$ cat src/rtl/tblink_rpc_pktbuf_if.sv
// 8-bit ready/valid byte stream used on both sides of the packet buffer.
// master drives dat/valid, slave drives ready.
interface tblink_rpc_pktbuf_if;
  logic [7:0] dat;
  logic       valid;
  logic       ready;

  modport master (output dat, output valid, input ready);
  modport slave  (input dat, input valid, output ready);
endinterface

$ cat src/rtl/tblink_rpc_pktbuf.sv
// Store-and-forward packet buffer for the host byte stream.
// Packets are [addr][len L][L payload bytes]. Bytes are written at a
// speculative pointer and only become visible to the read side once the
// whole packet has arrived; oversized packets are swallowed.
// Optional statistics counters: define TBLINK_RPC_PKTBUF_STATS_EN.
//
// state   | meaning
// --------+---------------------------------------------------------
// WR_HDR  | waiting for the address byte of a new packet
// WR_LEN  | waiting for the length byte; decides store or drop
// WR_BODY | storing payload bytes, commit on the last one
// WR_DROP | swallowing payload of an oversized packet
// RD_HDR  | next output byte is an address byte
// RD_LEN  | next output byte is a length byte
// RD_BODY | emitting payload, packet completes on the last byte
module tblink_rpc_pktbuf #(
  parameter int DEPTH   = 64,
  parameter int DEPTH_W = $clog2(DEPTH)
) (
  input  logic                uclock,
  input  logic                reset,
  tblink_rpc_pktbuf_if.slave  i,
  tblink_rpc_pktbuf_if.master o,
  output logic [DEPTH_W:0]    pkt_avail,
  output logic                drop_pulse,
  output logic [15:0]         stat_pkts,
  output logic [15:0]         stat_drops
);
  typedef logic [DEPTH_W:0] ptr_t;
  typedef enum logic [1:0] {WR_HDR, WR_LEN, WR_BODY, WR_DROP} wr_state_t;
  typedef enum logic [1:0] {RD_HDR, RD_LEN, RD_BODY} rd_state_t;

  logic [7:0] mem [DEPTH];
  ptr_t       wr_spec, wr_cmt, rd;
  wr_state_t  wr_state, wr_state_nxt;
  rd_state_t  rd_state, rd_state_nxt;
  logic [7:0] wr_rem, rd_rem;
  logic       full, in_fire, out_fire, oversize;
  logic       wr_en, commit, drop, rd_done;

  // occupancy counts speculative bytes so a partial packet can fill the buffer
  assign full     = (wr_spec - rd) == ptr_t'(DEPTH);
  assign i.ready  = (wr_state == WR_DROP) || !full;
  assign in_fire  = i.valid && i.ready;
  // a packet longer than the whole buffer could never be committed
  assign oversize = (int'(i.dat) + 2) > DEPTH;

  assign o.valid  = (rd != wr_cmt);
  assign o.dat    = o.valid ? mem[rd[DEPTH_W-1:0]] : 8'h00;
  assign out_fire = o.valid && o.ready;

  // write FSM state register
  always_ff @(posedge uclock or posedge reset) begin
    if (reset) wr_state <= WR_HDR;
    else       wr_state <= wr_state_nxt;
  end

  // write FSM next state and per-byte actions
  always_comb begin
    wr_state_nxt = wr_state;
    wr_en        = 1'b0;
    commit       = 1'b0;
    drop         = 1'b0;
    if (in_fire) begin
      case (wr_state)
        WR_HDR: begin
          wr_en        = 1'b1;
          wr_state_nxt = WR_LEN;
        end
        WR_LEN: begin
          if (oversize) begin
            drop         = 1'b1;
            wr_state_nxt = (i.dat == 8'd0) ? WR_HDR : WR_DROP;
          end else begin
            wr_en = 1'b1;
            if (i.dat == 8'd0) begin
              commit       = 1'b1;
              wr_state_nxt = WR_HDR;
            end else begin
              wr_state_nxt = WR_BODY;
            end
          end
        end
        WR_BODY: begin
          wr_en = 1'b1;
          if (wr_rem == 8'd1) begin
            commit       = 1'b1;
            wr_state_nxt = WR_HDR;
          end
        end
        WR_DROP: begin
          if (wr_rem == 8'd1) wr_state_nxt = WR_HDR;
        end
        default: wr_state_nxt = WR_HDR;
      endcase
    end
  end

  // write pointers, remaining-byte counter and drop pulse
  always_ff @(posedge uclock or posedge reset) begin
    if (reset) begin
      wr_spec    <= '0;
      wr_cmt     <= '0;
      wr_rem     <= '0;
      drop_pulse <= 1'b0;
    end else begin
      drop_pulse <= drop;
      if (drop)       wr_spec <= wr_cmt;
      else if (wr_en) wr_spec <= wr_spec + ptr_t'(1);
      if (commit)     wr_cmt  <= wr_spec + ptr_t'(1);
      if (in_fire) begin
        if (wr_state == WR_LEN)
          wr_rem <= i.dat;
        else if (wr_state == WR_BODY || wr_state == WR_DROP)
          wr_rem <= wr_rem - 8'd1;
      end
    end
  end

  // packet storage; contents need no reset since pointers gate visibility
  always_ff @(posedge uclock) begin
    if (wr_en) mem[wr_spec[DEPTH_W-1:0]] <= i.dat;
  end

  // read FSM state register
  always_ff @(posedge uclock or posedge reset) begin
    if (reset) rd_state <= RD_HDR;
    else       rd_state <= rd_state_nxt;
  end

  // read FSM tracks packet boundaries to know when a packet has left
  always_comb begin
    rd_state_nxt = rd_state;
    rd_done      = 1'b0;
    if (out_fire) begin
      case (rd_state)
        RD_HDR: rd_state_nxt = RD_LEN;
        RD_LEN: begin
          if (o.dat == 8'd0) begin
            rd_done      = 1'b1;
            rd_state_nxt = RD_HDR;
          end else begin
            rd_state_nxt = RD_BODY;
          end
        end
        RD_BODY: begin
          if (rd_rem == 8'd1) begin
            rd_done      = 1'b1;
            rd_state_nxt = RD_HDR;
          end
        end
        default: rd_state_nxt = RD_HDR;
      endcase
    end
  end

  // read pointer, read remaining counter and committed-packet count
  always_ff @(posedge uclock or posedge reset) begin
    if (reset) begin
      rd        <= '0;
      rd_rem    <= '0;
      pkt_avail <= '0;
    end else begin
      if (out_fire) begin
        rd <= rd + ptr_t'(1);
        if (rd_state == RD_LEN)       rd_rem <= o.dat;
        else if (rd_state == RD_BODY) rd_rem <= rd_rem - 8'd1;
      end
      case ({commit, rd_done})
        2'b10:   pkt_avail <= pkt_avail + 1'b1;
        2'b01:   pkt_avail <= pkt_avail - 1'b1;
        default: pkt_avail <= pkt_avail;
      endcase
    end
  end

`ifdef TBLINK_RPC_PKTBUF_STATS_EN
  // forwarded/dropped packet counters, free-running with wrap
  always_ff @(posedge uclock or posedge reset) begin
    if (reset) begin
      stat_pkts  <= 16'd0;
      stat_drops <= 16'd0;
    end else begin
      if (rd_done) stat_pkts  <= stat_pkts + 16'd1;
      if (drop)    stat_drops <= stat_drops + 16'd1;
    end
  end
`else
  assign stat_pkts  = 16'd0;
  assign stat_drops = 16'd0;
`endif

endmodule

$ cat src/flat_wrapper.sv
// flat-port wrapper written by rule: the top's interface ports become plain ports
module tblink_rpc_pktbuf_flat 
#(
  parameter int DEPTH   = 64,
  parameter int DEPTH_W = $clog2(DEPTH)
)
  (uclock, reset, pkt_avail, drop_pulse, stat_pkts, stat_drops, i_dat, i_valid, i_ready, o_dat, o_valid, o_ready);
  tblink_rpc_pktbuf_if i_i ();
  tblink_rpc_pktbuf_if o_i ();
  input  logic uclock;
  input  logic reset;
  output logic [DEPTH_W:0] pkt_avail;
  output logic drop_pulse;
  output logic [15:0] stat_pkts;
  output logic [15:0] stat_drops;
  input wire logic [$bits(i_i.dat)-1:0] i_dat;
  input wire logic [$bits(i_i.valid)-1:0] i_valid;
  output wire logic [$bits(i_i.ready)-1:0] i_ready;
  output wire logic [$bits(o_i.dat)-1:0] o_dat;
  output wire logic [$bits(o_i.valid)-1:0] o_valid;
  input wire logic [$bits(o_i.ready)-1:0] o_ready;
  assign i_i.dat = i_dat;
  assign i_i.valid = i_valid;
  assign i_ready = i_i.ready;
  assign o_dat = o_i.dat;
  assign o_valid = o_i.valid;
  assign o_i.ready = o_ready;
  tblink_rpc_pktbuf #(.DEPTH(DEPTH), .DEPTH_W(DEPTH_W)) u_core (.uclock(uclock), .reset(reset), .i(i_i), .o(o_i), .pkt_avail(pkt_avail), .drop_pulse(drop_pulse), .stat_pkts(stat_pkts), .stat_drops(stat_drops));
endmodule
$ cat config.mk
export PLATFORM = sky130hd
export DESIGN_NAME = tblink_rpc_pktbuf_flat
export DESIGN_NICKNAME = d
export VERILOG_FILES = /design/src/rtl/tblink_rpc_pktbuf_if.sv /design/src/rtl/tblink_rpc_pktbuf.sv /design/src/flat_wrapper.sv
export SDC_FILE = /design/constraint.sdc
export NUM_CORES = 1
export LEC_CHECK = 0
export BUFFER_PORTS_ARGS = -buffer_cell sky130_fd_sc_hd__buf_2
export CAP_MARGIN = 5
export CORE_MARGIN = 2
export CORE_UTILIZATION = 55
export CTS_CLUSTER_SIZE = 28
export DETAILED_ROUTE_END_ITERATION = 6
export PLACE_DENSITY = 0.71
export SLEW_MARGIN = 20
export SYNTH_ARGS = -nofsm -noshare
export SYNTH_HDL_FRONTEND = slang
export SYNTH_SLANG_ARGS = --single-unit
$ cat constraint.sdc
create_clock -name uclock -period 5.1 [get_ports uclock]
set_clock_uncertainty 0.1 [all_clocks]
set_input_delay 1.275 -clock uclock [delete_from_list [all_inputs] [get_ports uclock]]
set_output_delay 1.275 -clock uclock [all_outputs]
set_load 0.01 [all_outputs]
==> reports/metrics.cfg, run 1 <==
[worst_hold_path]
hold_path_class=reg2reg

[timing]
finalSetupViolCount=0
final_hold_viol_count=0
final.setup.tns_ps=0
slew_headroom=0.255
holdWs_ps=363
slew_viol_final=0
finalCritPeriodShare=0.963
worstMarginPinSlew_ps=1120
grt_setup_unrepaired=false
clock.fmax_mhz=204
post-route-min-period_ps=4910

[worst_setup_path]
crit_path_top_delay_cell=dfrtp_4
path_class=reg2reg
end_kind=flip-flop
path_max_fanout=11
crit_chain=buf_4 -> mux4_2 -> a32o_1 -> o311ai_1 -> buf_4 -> nand3_1 -> nor4_2 -> nand4_1 -> a21oi_1 -> ha_1 -> inv_1 -> fa_1 -> nor2b_1 -> o21a_1 -> o21ai_0 -> nand2b_1 -> a21oi_1 -> xnor2_1 -> nor2_1 -> xor2_1
required_ps=5490
ff2ff_setup_slack_ps=190
startpoint_type=flip-flop
critical-path-max-stage-delay_ps=600
cp_data_arrival_time_ps=5300

[floorplanning]
fp.dieArea_sq_um=44700
core_region_area_sq_um=42800
rows=76
io_pins=62
die-width_um=212
die_y_um=212
initial_utilization=0.554

[logic_synthesis]
ys_ff_latch=561
synth_flop_cell=edfxtp_1
syn_inst=1397
synth-edff-count=512
synth.yosys.warnings=0
netlist_area_sq_um=23700
ys_seq_area_frac=0.701
synthArstFlopShare=0.0873
synth.avg_cell_area_sq_um=17.0
yosysUniqueCellTypes=75

[cts]
path_clk_slew_ps=60
cts_root_buf=clkbuf_16
cts_inserted_buffers=54
clockBufferDepth=3
cts_max_level=2
cts_sinks=561
clock_latency_ps=610
cts_tree=yes

[global_routing]
grt_pass1_wl_um=85900
overflow=0
grt_antenna_before_repair=2
track_usage=0.264
grt_max_degree=68
grt_pass1_vias=13500

[final_layout]
area_growth_pct=13.4
diodes=0
nNetsFinal=1593
drive_gt1_frac=0.219
final_util=0.628

[power]
p_clk_frac=0.279
switching_share=0.332
p_int_w=0.00959
p_leak_nw=9.39
switching_power_w=0.00477
ir_drop_uv=368
combPwrFrac=0.337
power.density_nw_per_um2=535
p_seq_frac=0.384

[detailed_routing]
wl_per_cell_um=26.9
viasPerCell=6.32
wl_um=57500
drt_iter0_drc=1678
drc=0
drt_pass1_iterations=6
ant_nets=0
routed-via-count=13500

[placed_design]
port_buffers=29
dp_hpwl_um=38000
finalWeightedCongestion=0.924

[run]
maxCapViolCount=0

[outcome]
status=completed

==> cells by family after synthesis <==
kind of cell / count (synthesis) / share of synthesized area
AO/OA/AOI/OAI: 194 / 0.0536
XOR/XNOR: 31 / 0.0115
adder cells (fa/ha/maj): 29 / 0.0156
buffers and inverters: 134 / 0.0342
flip-flops: 561 / 0.701
multiplexers: 177 / 0.131
other: 1 / 0.000158
AND/OR/NAND/NOR: 270 / 0.0534
==> cell usage after synthesis (15+ instances only) <==
library cell | number | area [sq um]
edfxtp_1 | 512 | 15400
mux4_2 | 80 | 1800
a21oi_1 | 39 | 195
clkbuf_1 | 30 | 113
inv_1 | 29 | 109
nand2_1 | 68 | 255
ha_1 | 28 | 350
nor2_1 | 106 | 398
buf_4 | 37 | 278
mux2i_1 | 65 | 651
o21ai_0 | 50 | 250
dfrtp_1 | 49 | 1230
o22ai_1 | 19 | 119
buf_2 | 16 | 80.1
xor2_1 | 18 | 158
nor3_1 | 15 | 75.1
nand3_1 | 21 | 105
mux4_1 | 19 | 499
==> state kept, by name, summed over array words and instances, names as in the netlist <==
name and cells:
u_core.drop_pulse 1, u_core.wr_cmt 7, u_core.rd 7, u_core.wr_spec 7
u_core.mem 512, u_core.wr_state 2, u_core.rd_state 2, u_core.pkt_avail 7
u_core.rd_rem 8, u_core.wr_rem 8
==> power groups by stage <==
stage	registers (W)	clock network [W]	logic [W]
6_report	0.00552	0.00400	0.00484
5_1_grt	0.00553	0.00421	0.00514
4_1_cts	0.00551	0.00404	0.00479
3_5_place_dp	0.00560	0	0.00476
3_3_place_gp	0.00558	0	0.00470
2_1_floorplan	0.00544	0	0.00320
==> worst paths after layout <==
path,from,depth (start not counted),to
worst min-delay path,u_core.pkt_avail[6],1,u_core.pkt_avail[6]
worst min register to register,u_core.pkt_avail[6],1,u_core.pkt_avail[6]
worst max-delay path,u_core.rd[0],20,u_core.pkt_avail[6]
worst max register to register,u_core.rd[0],20,u_core.pkt_avail[6]
min in group asynchronous,reset,2,u_core.pkt_avail[1]
max in group asynchronous,reset,3,u_core.rd[0]
==> layer usage <==
metal | wire length, um | up-vias | part of all wire | GRT usage
met1 | 22800 | 6864 | 0.40 | 0.370
met2 | 26600 | 763 | 0.46 | 0.407
met5 | 10 | - | 0.00017 | 0
met4 | 2370 | 2 | 0.041 | 0.111
met3 | 5790 | 137 | 0.10 | 0.0570
li1 | - | 5766 | - | -
==> repair_timing <==
| action | CTS | global route |
|---|---|---|
| resized for setup | 0 | 1 |
| setup endpoints to repair | 0 | 1 |
| buffers inserted | 0 | 0 |
| hold buffers | 0 | 0 |
==> per-stage QoR <==
stage / cell area (sq um) / std cells / setup slack (ps) / total power, W
floorplan: 23800 / 1428 / 835 / 0.00864
detailed placement: 25100 / 2042 / 237 / 0.0104
CTS: 26900 / 2141 / 209 / 0.0143
global route: 26900 / 2141 / 1.27 / 0.0149
finish: 26900 / 2141 / 191 / 0.0144
global placement: 25100 / 2042 / 267 / 0.0103
==> critical path, delay by kind of cell (launching register included) <==
family | cells | cell delay (ps)
flip-flops | 1 | 600
buffers and inverters | 3 | 490
AO/OA/AOI/OAI | 6 | 1210
adder cells (fa/ha/maj) | 2 | 640
XOR/XNOR | 2 | 290
AND/OR/NAND/NOR | 6 | 910
multiplexers | 1 | 520
==> placed cells by master (no fill, tap or decap), drive strengths merged, types with 4 or more instances in the layout <==
| cell type | netlist | layout |
|---|---|---|
| clkinv | 1 | 22 |
| bufinv | 0 | 7 |
| nor2 | 106 | 106 |
| o311ai | 4 | 4 |
| nand4 | 6 | 6 |
| a22o | 5 | 5 |
| and3 | 6 | 6 |
| dfrtp | 49 | 49 |
| inv | 30 | 31 |
| buf | 73 | 171 |
| a22oi | 11 | 11 |
| conb | 1 | 32 |
| clkbuf | 30 | 68 |
| nor2b | 7 | 7 |
| xor2 | 18 | 18 |
| mux4 | 99 | 99 |
| ha | 28 | 28 |
| mux2i | 65 | 65 |
| a21oi | 39 | 39 |
| nand3b | 6 | 6 |
| or4 | 5 | 5 |
| mux2 | 13 | 13 |
| edfxtp | 512 | 512 |
| o21ai | 53 | 53 |
| nand2 | 68 | 68 |
| nand3 | 21 | 21 |
| xnor2 | 13 | 13 |
| a211o | 5 | 5 |
| o221ai | 12 | 12 |
| nor3 | 16 | 16 |
| o21a | 6 | 6 |
| a221oi | 5 | 5 |
| or3 | 9 | 9 |
| o22ai | 19 | 19 |
==> area by class of cell <==
| class | instances | area, sq um |
|---|---|---|
| flip-flops and latches | 561 | 16600 |
| fillers | 3001 | 15900 |
| multi-input cells | 733 | 6390 |
| clock buffers | 68 | 1440 |
| repair buffers | 171 | 1310 |
| well taps | 546 | 683 |
| clock inverters | 31 | 323 |
| inverters | 31 | 116 |
No activity file was read; power rests on OpenSTA's default activity.
==> inputs of run 2 (changes only) <==
--- a/config.mk
+++ b/config.mk
@@ -11,7 +11,7 @@
 export CORE_UTILIZATION = 55
 export CTS_CLUSTER_SIZE = 28
 export DETAILED_ROUTE_END_ITERATION = 6
-export PLACE_DENSITY = 0.71
+export PLACE_DENSITY = 0.74
 export SLEW_MARGIN = 20
 export SYNTH_ARGS = -nofsm -noshare
 export SYNTH_HDL_FRONTEND = slang
==> run 2 against run 1 <==
Against the previous run:
- clock power down 2%
- critical path depth unchanged
- non-clock buffer count up 8
- utilization up 0.11 points
- worst hold slack better by 9.0 ps
- power down 0.14%
- setup slack better by 77 ps
- final area up 0.18%
- die area unchanged
- routed wire length up 1.4%
==> reports/metrics.cfg, run 2 (synthesized netlist as in run 1, its figures left out) <==
[outcome]
status=completed  ; unchanged

[global_routing]
grt_antenna_before_repair=1  ; was 2
grt_max_degree=66  ; was 68
overflow=0  ; unchanged
grt_pass1_vias=13400  ; was 13,500
track_usage=0.266  ; was 0.264
grt_pass1_wl_um=86100  ; was 85,900 um

[final_layout]
drive_gt1_frac=0.220  ; was 0.219
area_growth_pct=13.6  ; was 13.4%
register_area_sq_um=16600  ; about the same
fillCellCount=2972  ; was 3,001
diodes=0  ; unchanged
largest_register_ffs=512  ; unchanged
multi_input_comb_area_sq_um=6400  ; was 6390 sq um
nNetsFinal=1600  ; was 1,593
layout_commonest_cell=edfxtp_1  ; unchanged
final_util=0.629  ; was 0.628
mostFrequentLayoutCells=edfxtp_1, buf_4, nor2_1  ; unchanged
final_cells=2149  ; was 2,141
design_area_sq_um=26900  ; about the same

[timing]
slew_viol_final=0  ; unchanged
worst_slack_ps=268  ; was 191 ps
slew_headroom=0.325  ; was 0.255
final.setup.tns_ps=0  ; unchanged
clock.fmax_mhz=207  ; was 204 MHz
grt_setup_unrepaired=false  ; unchanged
worstMarginPinSlew_ps=1010  ; was 1120 ps
finalSetupViolCount=0  ; unchanged
final_hold_viol_count=0  ; unchanged
finalCritPeriodShare=0.947  ; was 0.963
post-route-min-period_ps=4830  ; was 4910 ps

[detailed_routing]
ant_nets=0  ; unchanged
wl_per_cell_um=27.2  ; was 26.9 um
wl_um=58300  ; was 57,500 um
drt_iter0_drc=1814  ; was 1,678
drc=0  ; unchanged
viasPerCell=6.35  ; was 6.32
drt_pass1_iterations=5  ; was 6
routed-via-count=13600  ; was 13,500

[floorplanning]
die-width_um=212  ; unchanged
fp.dieArea_sq_um=44700  ; unchanged
core_region_area_sq_um=42800  ; unchanged
die_y_um=212  ; unchanged
io_pins=62  ; unchanged
rows=76  ; unchanged
initial_utilization=0.554  ; unchanged

[worst_setup_path]
end_kind=flip-flop  ; unchanged
r2r_cells=20  ; unchanged
ff2ff_setup_slack_ps=270  ; was 190 ps
startpoint_type=flip-flop  ; unchanged
regToRegStartpoint=u_core.rd[0]  ; unchanged
reg2reg_to=u_core.pkt_avail[6]  ; unchanged
required_ps=5480  ; was 5490 ps
path_max_fanout=15  ; was 11
cp_data_arrival_time_ps=5220  ; was 5300 ps
path_class=reg2reg  ; unchanged

[cts]
cts_inserted_buffers=53  ; was 54
path_clk_slew_ps=70  ; was 60 ps
cts_tree=yes  ; unchanged
ctsHoldBuffers=0  ; unchanged
clockBufferDepth=3  ; unchanged
cts_max_level=2  ; unchanged
cts_root_buf=clkbuf_16  ; unchanged
cts_sinks=561  ; unchanged
clock_latency_ps=610  ; about the same

[run]
maxCapViolCount=0  ; unchanged

[power]
switching_share=0.332  ; about the same
p_seq_frac=0.384  ; about the same
power.density_nw_per_um2=533  ; was 535 nW/um^2
ir_drop_uv=339  ; was 368 uV
switching_power_w=0.00475  ; was 0.00477 W
combPwrFrac=0.343  ; was 0.337
p_int_w=0.00959  ; about the same
p_leak_nw=9.42  ; was 9.39 nW
p_clk_frac=0.273  ; was 0.279

[placed_design]
port_buffers=29  ; unchanged
dpl_cell_area_sq_um=25100  ; about the same
place_inst=2044  ; was 2,042
finalWeightedCongestion=0.904  ; was 0.924
dp_hpwl_um=38100  ; was 38,000 um
dpl_worst_slack_ps=224  ; was 237 ps

[worst_hold_path]
hold_path_class=reg2reg  ; unchanged
min_from=u_core.pkt_avail[6]  ; unchanged
whs_path_depth=1  ; unchanged
hold_end=u_core.pkt_avail[6]  ; unchanged

-- run 2: final cells by class --
type                       instances  area share
clock buffer                      68      0.0529
sequential                       561       0.617
inverter                          31     0.00432
tap                              546      0.0254
multi-input combinational        733       0.238
clock inverter                    31      0.0110
timing repair buffer             179      0.0516
-- run 2: worst max-delay path, cell delays in order (launching register included) --
cell and delay [ps]:
dfrtp_4 470, buf_12 160, buf_4 300, mux4_2 550, a211o_1 330, o211ai_1 100
o311ai_1 180, nor4_2 360, nand4_1 210, a21oi_1 300, ha_1 260, inv_1 90
fa_1 400, nor2b_1 140, o21a_1 140, o21ai_0 80, nand2b_1 80, a21oi_1 80
xnor2_1 140, nor2_1 60, xor2_1 150
-- run 2: how the worst max path moves through the flow --
stage,from,endpoint,cells past startpoint,slack (ps)
finish,u_core.rd[0],u_core.pkt_avail[6],20,270
CTS,u_core.rd[0],u_core.pkt_avail[6],21,140
detailed placement,u_core.rd[0],u_core.pkt_avail[6],21,220
floorplan,u_core.rd[1],u_core.pkt_avail[6],23,830
global placement,u_core.rd[0],u_core.pkt_avail[6],19,230
global route,u_core.rd[0],u_core.pkt_avail[6],21,4
-- run 2: power groups by stage --
stage                     Clock (W)  Combinational, W  Sequential (W)
final                       0.00392           0.00492         0.00551
after global routing        0.00413           0.00523         0.00552
after CTS                   0.00396           0.00479         0.00552
after detailed placement          0           0.00476         0.00561
after global placement            0           0.00468         0.00559
after floorplan                   0           0.00320         0.00544
-- run 2: routing by layer --
layer  up-vias  GRT usage  part of all wire
met3       130     0.0599              0.10
met4         0      0.104             0.037
met2       740      0.411              0.47
met5         -          0                 0
li1       5790          -                 -
met1      6978      0.372              0.39
-- run 2: what timing repair did --
item | CTS | global route
setup endpoints to repair | 0 | 3
setup buffers | 0 | 6
resized for setup | 0 | 3
-- run 2: per-stage QoR --
step | power [W] | hold WS, ps
2_1_floorplan | 0.00864 | 350
3_3_place_gp | 0.0103 | 368
3_5_place_dp | 0.0104 | 371
4_1_cts | 0.0143 | 383
5_1_grt | 0.0149 | 407
6_report | 0.0143 | 372
==> inputs of run 3 (changes only) <==
--- a/config.mk
+++ b/config.mk
@@ -8,10 +8,10 @@
 export BUFFER_PORTS_ARGS = -buffer_cell sky130_fd_sc_hd__buf_2
 export CAP_MARGIN = 5
 export CORE_MARGIN = 2
-export CORE_UTILIZATION = 55
+export CORE_UTILIZATION = 62
 export CTS_CLUSTER_SIZE = 28
 export DETAILED_ROUTE_END_ITERATION = 6
-export PLACE_DENSITY = 0.74
+export PLACE_DENSITY = 0.81
 export SLEW_MARGIN = 20
 export SYNTH_ARGS = -nofsm -noshare
 export SYNTH_HDL_FRONTEND = slang
==> constraint.sdc (replaced) <==
create_clock -name uclock -period 5.1 [get_ports uclock]
set_clock_uncertainty 0.1 [all_clocks]
set_input_delay 1.275 -clock uclock [delete_from_list [all_inputs] [get_ports uclock]]
set_output_delay 1.275 -clock uclock [all_outputs]
set_load 0.02 [all_outputs]
==> run 3 against run 2 <==
Against the previous run:
- critical path depth is 9 lower
- non-clock buffer count decreased by 13
- utilization increased by 8.1 points
- worst hold slack got worse by 9.1 ps
- first-iteration DRC count rose by 13%
- via count is 2.8% higher
- cell count shrank 2.1%
- die area is 11% lower
- sequential share of layout area up 0.39 points
- critical path type is now reg2out
- critical endpoint is now o_dat[0]
- highest routed layer unchanged
==> reports/metrics.cfg, run 3 (synthesized netlist as in run 1, its figures left out) <==
[outcome]
status=completed  ; unchanged

[worst_hold_path]
hold_path_class=reg2reg  ; unchanged
min_from=u_core.pkt_avail[6]  ; unchanged

[final_layout]
largest_register_ffs=512  ; unchanged
nNetsFinal=1589  ; was 1,600
design_area_sq_um=26700  ; was 26,900 sq um
multi_input_comb_area_sq_um=6400  ; about the same
layout_commonest_cell=edfxtp_1  ; unchanged
area_growth_pct=12.9  ; was 13.6%
register_area_sq_um=16600  ; about the same
drive_gt1_frac=0.219  ; was 0.220
mostFrequentLayoutCells=edfxtp_1, buf_4, nor2_1  ; unchanged
fillCellCount=2229  ; was 2,972

[worst_setup_path]
startpoint_type=flip-flop  ; unchanged
cp_data_arrival_time_ps=3620  ; was 5220 ps
path_max_fanout=18  ; was 15
path_class=reg2out  ; was reg2reg
end_kind=primary output  ; was flip-flop
crit_path_start=u_core.rd[1]  ; was u_core.rd[0]
required_ps=3720  ; was 5480 ps
regToRegStartpoint=u_core.rd[1]  ; was u_core.rd[0]

[timing]
finalSetupViolCount=0  ; unchanged
clock.fmax_mhz=200  ; was 207 MHz
final.setup.tns_ps=0  ; unchanged
slew_viol_final=0  ; unchanged
final_hold_viol_count=0  ; unchanged
finalCritPeriodShare=0.979  ; was 0.947
grt_setup_unrepaired=false  ; unchanged
slew_headroom=0.392  ; was 0.325
post-route-min-period_ps=4990  ; was 4830 ps
worstMarginPinSlew_ps=909  ; was 1010 ps

[power]
p_leak_nw=9.32  ; was 9.42 nW
power.density_nw_per_um2=539  ; was 533 nW/um^2
ir_drop_uv=378  ; was 339 uV

[global_routing]
grt_antenna_before_repair=1  ; unchanged
grt_pass1_vias=13800  ; was 13,400
grt_max_degree=66  ; unchanged
grt_pass1_wl_um=87900  ; was 86,100 um
track_usage=0.311  ; was 0.266
overflow=0  ; unchanged

[cts]
cts_inserted_buffers=55  ; was 53
ctsHoldBuffers=0  ; unchanged
cts_sinks=561  ; unchanged
clock_latency_ps=610  ; about the same
clockBufferDepth=3  ; unchanged
cts_root_buf=clkbuf_16  ; unchanged
path_clk_slew_ps=60  ; was 70 ps
cts_tree=yes  ; unchanged
cts_max_level=2  ; unchanged

[detailed_routing]
drt_pass1_iterations=6  ; was 5
drc=0  ; unchanged
ant_nets=0  ; unchanged
drt_iter0_drc=2050  ; was 1,814
wl_per_cell_um=28.6  ; was 27.2 um
viasPerCell=6.66  ; was 6.35
wl_um=60100  ; was 58,300 um
routed-via-count=14000  ; was 13,600

[floorplanning]
rows=71  ; was 76
die-width_um=199  ; was 212 um
io_pins=62  ; unchanged
die_y_um=199  ; was 212 um
fp.dieArea_sq_um=39800  ; was 44,700 sq um
core_region_area_sq_um=37700  ; was 42,800 sq um
initial_utilization=0.629  ; was 0.554

[placed_design]
dp_hpwl_um=38000  ; was 38,100 um
finalWeightedCongestion=0.900  ; was 0.904
port_buffers=29  ; unchanged
dpl_cell_area_sq_um=25000  ; was 25,100 sq um

[run]
maxCapViolCount=0  ; unchanged

==> run 3: cell count changes in the layout (fill, tap and decap cells not counted), moves of 2 or more <==
cell / before / now
clkinvlp_4: 0 / 6
buf_12: 9 / 7
clkinv_2: 6 / 8
bufinv_16: 6 / 3
clkinv_1: 17 / 11
buf_4: 140 / 129
==> run 3: through the flow <==
step	instances	utilization	power [W]	setup slack [ps]	hold slack (ps)
3_5_place_dp	1997	0.663	0.0104	184	361
6_report	2104	0.710	0.0144	107	363
4_1_cts	2098	0.709	0.0143	89.3	370
5_1_grt	2104	0.710	0.0149	33.3	386
3_3_place_gp	1997	0.663	0.0103	199	360
2_1_floorplan	1428	-	0.00872	799	350
==> run 3: path summary, 6_finish.rpt <==
kind | endpoint | slack, ps | cells past startpoint
max in group asynchronous | u_core.rd[1] | 3540 | 3
min | u_core.pkt_avail[6] | 360 | 1
min reg2reg | u_core.pkt_avail[6] | 360 | 1
max | o_dat[0] | 110 | 11
max reg2reg | u_core.pkt_avail[6] | 240 | 21
min in group asynchronous | u_core.rd_rem[5] | 560 | 2
==> run 3: routing by layer <==
| layer | vias to the layer above | global-route usage | part of all wire |
|---|---|---|---|
| met5 | - | 0 | 0 |
| met2 | 1060 | 0.494 | 0.48 |
| met3 | 190 | 0.0665 | 0.11 |
| met1 | 6985 | 0.414 | 0.36 |
| li1 | 5782 | - | - |
| met4 | 0 | 0.152 | 0.051 |
==> run 3: timing repair <==
action	CTS	global route
buffers inserted	0	5
endpoints found under the hold margin	0	0
endpoints found under the setup margin	0	4
gates resized for setup	0	2
==> run 3: critical path, stage by stage (launching register included) <==
cell and delay (ps):
dfrtp_4 640, buf_12 240, buf_4 250, mux2i_1 280
o22ai_1 140, o21ai_1 180, o21ai_1 170, or3_1 460
a32oi_1 240, buf_4 190, inv_1 40, buf_2 150
==> run 3: final cells by class <==
class                      count  share of cell area
sequential                   561               0.621
multi-input combinational    733               0.239
clock buffer                  70              0.0544
timing repair buffer         166              0.0474
tap                          511              0.0239
clock inverter                31             0.00954
inverter                      31             0.00435
antenna                        1           0.0000936
==> run 3: report_power, final <==
part | total (W) | internal (W) | switching, W
Clock | 0.00388 | 0.00217 | 0.00171
Sequential | 0.00550 | 0.00523 | 0.000265
Combinational | 0.00505 | 0.00206 | 0.00298
